--- config.mk ---
export PLATFORM = sky130hd
export DESIGN_NAME = pc_gen_unit
export DESIGN_NICKNAME = d
export VERILOG_FILES = /design/src/rtl/pc_gen_unit.sv
export SDC_FILE = /design/constraint.sdc
export NUM_CORES = 1
export LEC_CHECK = 0
export BUFFER_PORTS_ARGS = -buffer_cell sky130_fd_sc_hd__buf_2
export CAP_MARGIN = 20
export CORE_MARGIN = 2
export CORE_UTILIZATION = 55
export DETAILED_ROUTE_END_ITERATION = 16
export PLACE_DENSITY = 0.79
export SYNTH_ARGS = -nofsm -noshare
export SYNTH_HDL_FRONTEND = slang
export SYNTH_SLANG_ARGS = --single-unit
--- constraint.sdc ---
create_clock -name clk -period 6.6 [get_ports clk]
set_input_delay 0 -clock clk [delete_from_list [all_inputs] [get_ports clk]]
set_output_delay 0 -clock clk [all_outputs]
set_load 0.005 [all_outputs]
--- src/rtl/pc_gen_unit.sv ---
// Fetch-stage next-PC generator: prioritised trap/jump/branch redirect,
// back-pressure, halt/resume and a circular return-address stack.
module pc_gen_unit #(
  parameter int unsigned    XLEN         = 32,
  parameter logic [XLEN-1:0] RESET_VECTOR = '0,
  parameter int unsigned    INST_BYTES   = 4,
  parameter int unsigned    RAS_DEPTH    = 4
) (
  input  logic                         clk,
  input  logic                         reset,
  input  logic                         fetch_ready,
  output logic                         pc_valid,
  output logic [XLEN-1:0]              pc,
  output logic [XLEN-1:0]              pc_plus,
  input  logic                         br_taken,
  input  logic [XLEN-1:0]              br_target,
  input  logic                         jmp,
  input  logic [XLEN-1:0]              jmp_target,
  input  logic                         trap,
  input  logic [XLEN-1:0]              trap_vector,
  input  logic                         halt,
  input  logic                         resume,
  input  logic                         call_hint,
  input  logic                         ret_hint,
  output logic [$clog2(RAS_DEPTH):0]   ras_count,
  output logic                         misalign_err
);

  localparam int unsigned    PTR_W      = $clog2(RAS_DEPTH);
  localparam int unsigned    CNT_W      = PTR_W + 1;
  localparam logic [XLEN-1:0] ALIGN_MASK = XLEN'(INST_BYTES - 1);

  typedef enum logic [1:0] {BOOT, RUN, HALT} state_t;

  state_t            state_q, state_d;
  logic [XLEN-1:0]   pc_q, pc_d;
  logic              mis_q, mis_d;
  logic [XLEN-1:0]   ras_mem [RAS_DEPTH];
  logic [PTR_W-1:0]  ptr_q;
  logic [CNT_W-1:0]  cnt_q;
  logic              ras_push, ras_pop, ras_repl;

  logic              fire, redir, tgt_mis;
  logic [XLEN-1:0]   redir_tgt, ras_top;

  assign pc_plus      = pc_q + XLEN'(INST_BYTES);
  assign pc           = pc_q;
  assign pc_valid     = (state_q == RUN);
  assign ras_count    = cnt_q;
  assign misalign_err = mis_q;

  assign fire      = (state_q == RUN) && fetch_ready;
  assign redir     = trap | jmp | br_taken;
  assign redir_tgt = trap ? trap_vector : (jmp ? jmp_target : br_target);
  assign tgt_mis   = |(redir_tgt & ALIGN_MASK);
  assign ras_top   = ras_mem[ptr_q - PTR_W'(1)];

  // State, pc and misalign flag registers
  always_ff @(posedge clk or negedge reset) begin
    if (!reset) begin
      state_q <= BOOT;
      pc_q    <= RESET_VECTOR;
      mis_q   <= 1'b0;
    end else begin
      state_q <= state_d;
      pc_q    <= pc_d;
      mis_q   <= mis_d;
    end
  end

  // Next-state, next-pc and RAS control
  always_comb begin
    state_d  = state_q;
    pc_d     = pc_q;
    mis_d    = 1'b0;
    ras_push = 1'b0;
    ras_pop  = 1'b0;
    ras_repl = 1'b0;
    case (state_q)
      BOOT: state_d = RUN;
      RUN: begin
        if (redir) begin
          pc_d  = redir_tgt & ~ALIGN_MASK;
          mis_d = tgt_mis;
          if (halt) state_d = HALT;
        end else if (halt) begin
          state_d = HALT;
        end else if (fire) begin
          if (ret_hint && (cnt_q != '0)) begin
            pc_d     = ras_top;
            ras_repl = call_hint;
            ras_pop  = ~call_hint;
          end else begin
            pc_d     = pc_plus;
            ras_push = call_hint;
          end
        end
      end
      HALT: begin
        if (trap) begin
          pc_d    = redir_tgt & ~ALIGN_MASK;
          mis_d   = tgt_mis;
          state_d = RUN;
        end else if (resume) begin
          state_d = RUN;
        end
      end
      default: state_d = BOOT;
    endcase
  end

  // Circular return-address stack; when full a push overwrites the oldest entry
  always_ff @(posedge clk or negedge reset) begin
    if (!reset) begin
      ptr_q <= '0;
      cnt_q <= '0;
      for (int i = 0; i < int'(RAS_DEPTH); i++) ras_mem[i] <= '0;
    end else if (ras_push) begin
      ras_mem[ptr_q] <= pc_plus;
      ptr_q          <= ptr_q + PTR_W'(1);
      if (cnt_q != CNT_W'(RAS_DEPTH)) cnt_q <= cnt_q + CNT_W'(1);
    end else if (ras_pop) begin
      ptr_q <= ptr_q - PTR_W'(1);
      cnt_q <= cnt_q - CNT_W'(1);
    end else if (ras_repl) begin
      ras_mem[ptr_q - PTR_W'(1)] <= pc_plus;
    end
  end

endmodule
# After elaboration in Yosys (flattened, before gate mapping)
# Index checks and enable logic that the tools add are counted.
dict set report totals {
  reg_bits 168
  latchBits 0
  ramBits 0
  romBits 0
  input_bits 106
  output_inout_bits 69
  wordCells 94
  mem_count 0
}
dict set report op_classes {
  n_addsub 5
  n_mul 0
  div_mod_pow 0
  magnitude_cmp 4
  eq_ne 10
  shifts 0
  mux 47
  bitwise 5
  reduce_logical 14
}
# cell count
set ops {}
lappend ops {{$mux 128} 3}
lappend ops {{$mux 32} 11}
lappend ops {{$bwmux 128} 2}
lappend ops {{$demux 32 s2} 2}
lappend ops {{$bmux 32 s2} 1}
lappend ops {{$pmux 32 s2} 1}
lappend ops {{$add 32x3->32 const B} 1}
lappend ops {{$mux 1} 17}
lappend ops {{$mux 2} 5}
lappend ops {{$mux 3} 3}
lappend ops {{$ge 3x3->1 const B} 2}
lappend ops {{$lt 3x1->1 const B} 2}
lappend ops {{$ne 3x3->1 const B} 2}
lappend ops {{$not 2->3} 2}
lappend ops {{$pmux 2 s3} 1}
lappend ops {{$reduce_and 2->1} 3}
lappend ops {{$reduce_bool 2->1} 3}
lappend ops {{$logic_and 1x1->1} 4}
lappend ops {{$ne 2x1->1 const B} 2}
lappend ops {{$ne 2x2->1 const B} 2}
lappend ops {{$reduce_and 4->1} 1}
lappend ops {{$add 3x1->3 const B} 1}
lappend ops {{$ne 3x1->1 const B} 1}
lappend ops {{$ne 3x2->1 const B} 1}
lappend ops {{11 further kinds} 12}

# Longest topological paths before layout
# Gate-level depths: netlist (run 1).
dict set report logic_depth {
  depth_word 10
  mapped_depth 12
  ltp_nobuf 10
}

# Least setup slack after synthesis (run 1)
# Ideal clock, no wire load.
dict set report synth_timing {
  path_kind {reg2reg}
  start {register ptr_q[0]}
  end {register pc_q[10], in the netlist pc[10]}
  setup_ps 147
  t_arrival_ps 2957
  t_required_ps 6453
  path_slack_ps 3495
  path_stages_with_launch 12
  n_path_buf 6
  synth_period_minus_slack_ps 3105
  cell_sequence {dfrtp_1 -> buf_2 -> buf_2 -> buf_2 -> inv_1 -> ha_1 -> clkbuf_1 -> clkbuf_1 -> clkbuf_1 -> mux4_2 -> nand2_1 -> a31oi_1}
}
dict set report synth_between {
  elab_chain_len 10
}
# element line_no
set synth_lines {}
lappend synth_lines {{start: declaration} 39} ;# logic [PTR_W-1:0] ptr_q;
lappend synth_lines {{start signal: assignment} 120} ;# ptr_q <= ptr_q + PTR_W'(1);
lappend synth_lines {{start signal: assignment} 123} ;# ptr_q <= ptr_q - PTR_W'(1);
lappend synth_lines {{$sub 2x1->2} 56} ;# assign ras_top = ras_mem[ptr_q - PTR_W'(1)];
lappend synth_lines {{$not 2->3 (implied by the code)} 56}
lappend synth_lines {{$bmux 32 s2} 56}
lappend synth_lines {{$mux 32 (implied by the code) (2 in a row)} 56}
lappend synth_lines {{$mux 32} 89} ;# if (ret_hint && (cnt_q != '0)) begin
lappend synth_lines {{$mux 32} 88} ;# end else if (fire) begin
lappend synth_lines {{$mux 32} 86} ;# end else if (halt) begin
lappend synth_lines {{$mux 32} 82} ;# if (redir) begin
lappend synth_lines {{$pmux 32 s2} 79} ;# case (state_q)
lappend synth_lines {{end signal: assignment} 66} ;# pc_q <= pc_d;
lappend synth_lines {{end: declaration} 36} ;# logic [XLEN-1:0] pc_q, pc_d;
# No other way between the ends. The select of a mux whose other input is x is not followed.
# A chain may end at the register's enable or synchronous reset.

# Final worst setup path (run 1)
dict set report layout_timing {
  start {register state_q[1]}
  end {register ras_mem[3] (netlist bit)}
}
dict set report layout_between {
  elab_chain_len 8
  word_cells_on_any_way 18
  cone_classes {2 x eq/ne; 13 x mux; 3 x reduce/logical}
}
# element line_no
set layout_lines {}
lappend layout_lines {{start: declaration} 35} ;# state_t state_q, state_d;
lappend layout_lines {{start signal: assignment} 65} ;# state_q <= state_d;
lappend layout_lines {{$eq 2x1->1 (*)} {52, 79}}
lappend layout_lines {{$logic_and 1x1->1} 52} ;# assign fire = (state_q == RUN) && fetch_ready;
lappend layout_lines {{$mux 1} 88}
lappend layout_lines {{$mux 1} 86}
lappend layout_lines {{$mux 1} 82}
lappend layout_lines {{$mux 1} 79}
lappend layout_lines {{$ne 2x2->1 (no source line) / $reduce_bool 2->1 (equally long branches)} n/a}
lappend layout_lines {{$reduce_and 2->1 (no source line)} n/a}
lappend layout_lines {{end signal: indexed assignment} 119} ;# ras_mem[ptr_q] <= pc_plus;
lappend layout_lines {{end signal: indexed assignment} 126} ;# ras_mem[ptr_q - PTR_W'(1)] <= pc_plus;
lappend layout_lines {{end: declaration} 38} ;# logic [XLEN-1:0] ras_mem [RAS_DEPTH];
# Every way passes the cells marked *; elsewhere a longest branch is shown, timed or not.

==> run_results.csv, run 1 <==
group,metric,value,unit
power,peakVddDrop,0.365,mV
logic_synthesis,yosysSeqAreaShare,45.7,%
worst_setup_path,worstPathRequired,6.92,ns
placed_design,placed_cell_area,0.0101,mm^2
sta,fin_crit_sh,54.3,%
sta,fin_ws,3.02,ns
global_routing,grt_overflow_total,0,
detailed_routing,dr.pass1.iters,6,
floorplan,die_h,133,um
power,power_frac_seq,36.9,%
power,switchingPower,1.59,mW
worst_setup_path,regToRegSetupSlack,3.02,ns
clocking,postCtsResizedCells,0,
worst_setup_path,critPathArrivalTime,3.91,ns
placed_design,gp_congestion,0.807,
sta,clock_skew,0.0199,ns
clocking,cts_setup_buffers,0,
final_layout,fillerInstances,1300,
final_layout,finalCoreUtilization,65.9,%
global_routing,grt_pass1_vias,7613,
final_layout,syn_to_final_growth,17.8,%
outcome,outcome,"complete, no violations",
floorplan,design.core.area,0.0165,mm^2
logic_synthesis,dominantRegCellSynth,"dfrtp_1",
final_layout,final_area,0.0108,mm^2
final_layout,drive_above_1_share,26.0,%
power,clockPowerShare,24.7,%
logic_synthesis,syn_nets,1050,
power,switching_share,38.2,%
sta,worst_slew_pin_slew,1.10,ns
clocking,cts_tree,"built",
sta,fmax,279,MHz
sta,period_needed,3.58,ns
power,p_per_area,385,mW/mm^2
global_routing,grt_max_degree,91,
sta,setup_viol,0,
power,p_leak,5.19,nW
final_layout,layoutNonFillerInstCount,1317,
clocking,clkLatencyLatePin,0.44,ns
global_routing,grt_usage,28.2,%
clocking,htreeDepth,4,
power,p_int,2.58,mW
detailed_routing,ant_nets,0,
final_layout,multiInputGateArea,0.00449,mm^2
floorplan,io_pins,175,
logic_synthesis,yosys_warnings,0,
sta,rsz0062_at_grt,"false",
worst_setup_path,critPathKind,"reg -> reg",
floorplan,start_util,55.9,%
detailed_routing,drtIter0Drc,616,
final_layout,n_antenna_cell,0,
min_path,hold_path.class,"in -> reg",
clocking,cts.path.max_buffers,2,
placed_design,io_buffers,174,
run,max_cap_viol_count,0,
global_routing,grt_antenna_before_repair,0,
logic_synthesis,synth-seq-cells,168,
sta,max_slew_margin,26.5,%
floorplan,num_rows,47,
detailed_routing,wl_per_cell,18.5,um
logic_synthesis,synth-edff-count,0,
final_layout,final-seq-area,0.00421,mm^2
clocking,cts_root_buf,"clkbuf_16",
clocking,cts_hold_buf,10,
global_routing,grt_pass1_wl,39300,um
detailed_routing,drc,0,
floorplan,dieWidth,133,um
sta,finalHoldViolations,0,
sta,fin_hold_ws,0.00641,ns
placed_design,dp_slack,3.04,ns
worst_setup_path,cp-end-kind,"flip-flop",
logic_synthesis,synth.avg_cell_area,9.86,um^2
sta,finalSetupTns,0,ns
sta,slew_violations,0,
detailed_routing,avgViaCountPerCell,5.91,
clocking,cts_sinks,168,
placed_design,numPlacedInstances,1274,
logic_synthesis,yosysUniqueCellTypes,56,
clocking,numCtsBuffers,17,
worst_setup_path,critPathLaunchType,"flip-flop",
worst_setup_path,critPathMaxFanout,37,
floorplan,die_area,0.0178,mm^2
clocking,clkTransAtPathRegs,0.06,ns
power,finalPower,4.17,mW
logic_synthesis,ys_async_sr_fraction,100,%
final_layout,nets,1201,
detailed_routing,wirelength,24400,um
logic_synthesis,syn_inst,933,
placed_design,dp.final_hpwl,16000,um
logic_synthesis,synth_area,0.00920,mm^2
power,pwr-share-comb,38.4,%
detailed_routing,vias,7790,
worst max-delay path, cell delays in order, from the launching register on:
cell	delay (ns)
dfrtp_1	0.40
inv_1	0.12
ha_1	0.19
or4b_4	0.52
nand4bb_1	0.55
a21oi_4	0.93
buf_4	0.41
mux2_1	0.35
final cells by class:
type	count	share of cell area (%)
timing repair buffer	201	10.4
tap	220	2.54
clock buffer	24	4.53
clock inverter	8	1.08
inverter	37	1.28
multi-input combinational	659	41.4
sequential	168	38.8
registers in the layout, indices dropped and copies added (netlist names):
signal	count
ras_mem	128
misalign_err	1
pc	32
ras_count	3
ptr_q	2
state_q	2
power by group through the flow:
stage	clock [mW]	combinational (mW)	sequential [mW]
after floorplan	0	1.04	1.47
after global placement	0	1.53	1.54
after detailed placement	0	1.57	1.55
after CTS	1.03	1.59	1.54
after global routing	1.09	1.76	1.58
final	1.03	1.60	1.54
final timing paths:
check,endpoint,depth (start not counted),startpoint
max in group asynchronous,ras_mem[44],4,reset
min in group asynchronous,ras_mem[59],2,reset
worst min-delay path,pc[7],4,trap_vector[7]
worst max-delay path,ras_mem[3],7,state_q[1]
worst max register to register,ras_mem[3],7,state_q[1]
worst min register to register,ras_mem[99],1,ras_mem[99]
kinds of logic (layout without fill, tap and decap cells):
| group | Yosys count | count (layout) | share of synthesized area, % |
|---|---|---|---|
| AND/OR/NAND/NOR | 265 | 265 | 12.9 |
| multiplexers | 91 | 91 | 14.6 |
| buffers and inverters | 106 | 270 | 5.67 |
| flip-flops | 168 | 168 | 45.7 |
| adder cells (fa/ha/maj) | 11 | 11 | 1.50 |
| AO/OA/AOI/OAI | 261 | 261 | 16.7 |
| XOR/XNOR | 31 | 31 | 2.95 |
metal layers:
layer / track usage [%] / part of all wire, % / vias to the layer above
met3: 7.34 / 7.8 / 40
li1: - / - / 3598
met1: 38.1 / 41 / 3831
met5: 0 / 0 / -
met4: 9.63 / 1.9 / 0
met2: 44.7 / 49 / 321
synthesized netlist by cell type, types with 5 or more instances:
library cell | n | area (um^2)
nand3_1 | 16 | 80.1
o22ai_1 | 8 | 50.1
mux4_2 | 32 | 721
mux2i_1 | 30 | 300
a31oi_1 | 10 | 62.6
inv_1 | 37 | 139
nor3_1 | 5 | 25.0
o22a_1 | 11 | 96.3
o21ai_0 | 45 | 225
buf_2 | 14 | 70.1
o21a_1 | 5 | 37.5
and2_1 | 5 | 31.3
xor2_1 | 16 | 140
nand2_1 | 70 | 263
ha_1 | 11 | 138
mux2_1 | 8 | 90.1
mux2_2 | 21 | 236
and3_1 | 9 | 56.3
dfrtp_1 | 168 | 4200
xnor2_1 | 15 | 131
nor2_1 | 131 | 492
nand4_1 | 7 | 43.8
clkbuf_1 | 28 | 105
a2bb2oi_1 | 6 | 52.6
buf_4 | 20 | 150
a21oi_1 | 147 | 736
cell usage in the layout (no fill, tap or decap), drive strengths merged, types with 11 or more instances in the layout:
cell | netlist | layout
inv | 37 | 37
nand2 | 70 | 70
o22a | 11 | 11
mux2i | 30 | 30
a21oi | 151 | 151
mux2 | 29 | 29
ha | 11 | 11
nor2 | 131 | 131
mux4 | 32 | 32
clkbuf | 29 | 24
nand3 | 17 | 17
o21ai | 45 | 45
xor2 | 16 | 16
xnor2 | 15 | 15
dfrtp | 168 | 168
buf | 40 | 191
Note: power is estimated with default switching activity, not from simulation.
==> inputs of run 2 (changes only) <==
==> constraint.sdc (replaced) <==
create_clock -name clk -period 3.76 [get_ports clk]
set_input_delay 0 -clock clk [delete_from_list [all_inputs] [get_ports clk]]
set_output_delay 0 -clock clk [all_outputs]
set_load 0.005 [all_outputs]
==> run_results.csv, run 2 (synthesis results as in run 1) <==
group,metric,value,unit
sta,rsz0062_at_grt,"false",
final_layout,largest-register,"ras_mem",
global_routing,grt_usage,28.9,%
worst_setup_path,critPathKind,"reg -> reg",
power,clockPowerShare,24.7,%
worst_setup_path,critPathLaunchType,"flip-flop",
power,peakVddDrop,0.466,mV
floorplan,die_area,0.0178,mm^2
final_layout,final_common_cell,"buf_2",
sta,setup_viol,0,
sta,clock_skew,0.00969,ns
min_path,min-delay-start,"trap_vector[3]",
sta,max_slew_margin,35.4,%
global_routing,grt_antenna_before_repair,0,
detailed_routing,wirelength,24900,um
worst_setup_path,cp_slowest_stage_delay,0.57,ns
clocking,htreeDepth,4,
power,p_per_area,674,mW/mm^2
detailed_routing,vias,7936,
placed_design,dp.final_hpwl,16800,um
sta,finalSetupTns,0,ns
power,p_int,4.50,mW
sta,slew_violations,0,
floorplan,die_h,133,um
global_routing,grt_overflow_total,0,
clocking,cts_tree,"built",
min_path,hold_depth,5,
power,pwr-share-comb,38.6,%
run,max_cap_viol_count,0,
global_routing,grt_max_degree,105,
floorplan,dieWidth,133,um
worst_setup_path,reg2reg_to,"ras_mem[44]",
detailed_routing,dr.pass1.iters,5,
final_layout,largest_register_ffs,128,
detailed_routing,avgViaCountPerCell,5.98,
sta,fin_hold_ws,0.00638,ns
worst_setup_path,cp-end-kind,"flip-flop",
placed_design,numPlacedInstances,1285,
sta,fin_crit_sh,83.7,%
worst_setup_path,critPathMaxFanout,16,
final_layout,final_cell_mix,"buf_2, dfrtp_1, a21oi_1",
worst_setup_path,regToRegSetupSlack,0.61,ns
clocking,clkLatencyLatePin,0.43,ns
detailed_routing,wl_per_cell,18.8,um
detailed_routing,drc,0,
floorplan,start_util,55.9,%
final_layout,nets,1211,
placed_design,io_buffers,174,
power,p_leak,5.23,nW
global_routing,grt_pass1_wl,40300,um
placed_design,gp_congestion,0.853,
global_routing,grt_pass1_vias,7829,
final_layout,layoutNonFillerInstCount,1328,
sta,worst_slew_pin_slew,0.969,ns
worst_setup_path,critPathArrivalTime,3.51,ns
power,switching_share,39.0,%
worst_setup_path,crit_slowest_cell,"nand4bb_1",
clocking,cts.path.max_buffers,2,
power,switchingPower,2.87,mW
clocking,clkTransAtPathRegs,0.07,ns
worst_setup_path,worstPathRequired,4.12,ns
worst_setup_path,timing.rr.start,"state_q[1]",
outcome,outcome,"complete, no violations",
worst_setup_path,reg2reg_depth,9,
power,finalPower,7.36,mW
clocking,cts_root_buf,"clkbuf_16",
sta,finalHoldViolations,0,
floorplan,design.core.area,0.0165,mm^2
final_layout,drive_above_1_share,26.9,%
final_layout,finalCoreUtilization,66.4,%
sta,fmax,318,MHz
clocking,cts_sinks,168,
worst_setup_path,path_cells,"inv_1, ha_1, or4b_4, nand4bb_1, a21oi_4, buf_4, buf_4, nor2_1, a21oi_1",
power,power_frac_seq,36.8,%
clocking,numCtsBuffers,17,
detailed_routing,ant_nets,0,
min_path,hold_end,"pc[3]",
final_layout,syn_to_final_growth,18.8,%
detailed_routing,drtIter0Drc,771,
worst_setup_path,crit_top_cell,"buf_4",
floorplan,io_pins,175,
min_path,hold_path.class,"in -> reg",
sta,period_needed,3.15,ns
floorplan,num_rows,47,
[run 2: cell count changes in the layout (fill, tap and decap cells not counted), moves of 3 or more]
cell	previous run	this run
buf_4	16	25
clkbuf_1	3	0
clkbuf_8	4	1
clkinvlp_4	1	5
inv_6	0	3
[run 2: worst max-delay path by stage]
stage	from	end	slack, ns
3_5_place_dp	state_q[1]	ras_mem[41]	0.70
5_1_grt	state_q[1]	ras_mem[47]	0.41
2_1_floorplan	ptr_q[0]	pc[10]	0.66
6_report	state_q[1]	ras_mem[44]	0.61
4_1_cts	state_q[1]	ras_mem[44]	0.63
3_3_place_gp	state_q[1]	ras_mem[32]	0.84
[run 2: routing by layer]
metal  track usage (%)  vias up  share of wire [%]
li1                  -     3634                  -
met1              39.1     3935                 42
met2              47.0      326                 49
met3              5.67       41                6.7
met4              10.3        0                2.3
met5                 0        -                  0
[run 2: final cells by class]
cell class | count | area (um^2)
inverter | 37 | 139
timing repair buffer | 211 | 1200
antenna | 1 | 2.50
clock inverter | 14 | 173
fill | 1289 | 5540
tap | 220 | 275
sequential | 168 | 4210
multi-input combinational | 659 | 4490
clock buffer | 18 | 439
[run 2: repair_timing]
item,CTS,global route
resized for setup,0,0
setup buffers,0,0
hold endpoints to repair,111,0
hold buffers,10,0
setup endpoints to repair,0,0
[run 2: worst max-delay path, delay by kind of cell, from the launching register on]
family                   cells  cell delay (ns)
AO/OA/AOI/OAI                2             0.68
AND/OR/NAND/NOR              3             1.15
buffers and inverters        3             0.63
adder cells (fa/ha/maj)      1             0.19
flip-flops                   1             0.41
[run 2: power by group through the flow]
stage / sequential, mW / clock, mW / combinational, mW
3_3_place_gp: 2.69 / 0 / 2.72
4_1_cts: 2.69 / 1.83 / 2.83
3_5_place_dp: 2.71 / 0 / 2.78
5_1_grt: 2.76 / 1.91 / 3.12
2_1_floorplan: 2.58 / 0 / 1.82
6_report: 2.71 / 1.82 / 2.84
[run 2: through the flow]
stage / setup slack, ns / area, um^2
final: 0.612 / 10900
after global routing: 0.410 / 10900
after CTS: 0.630 / 10900
after detailed placement: 0.700 / 10200
after global placement: 0.841 / 10200
after floorplan: 0.655 / 9200
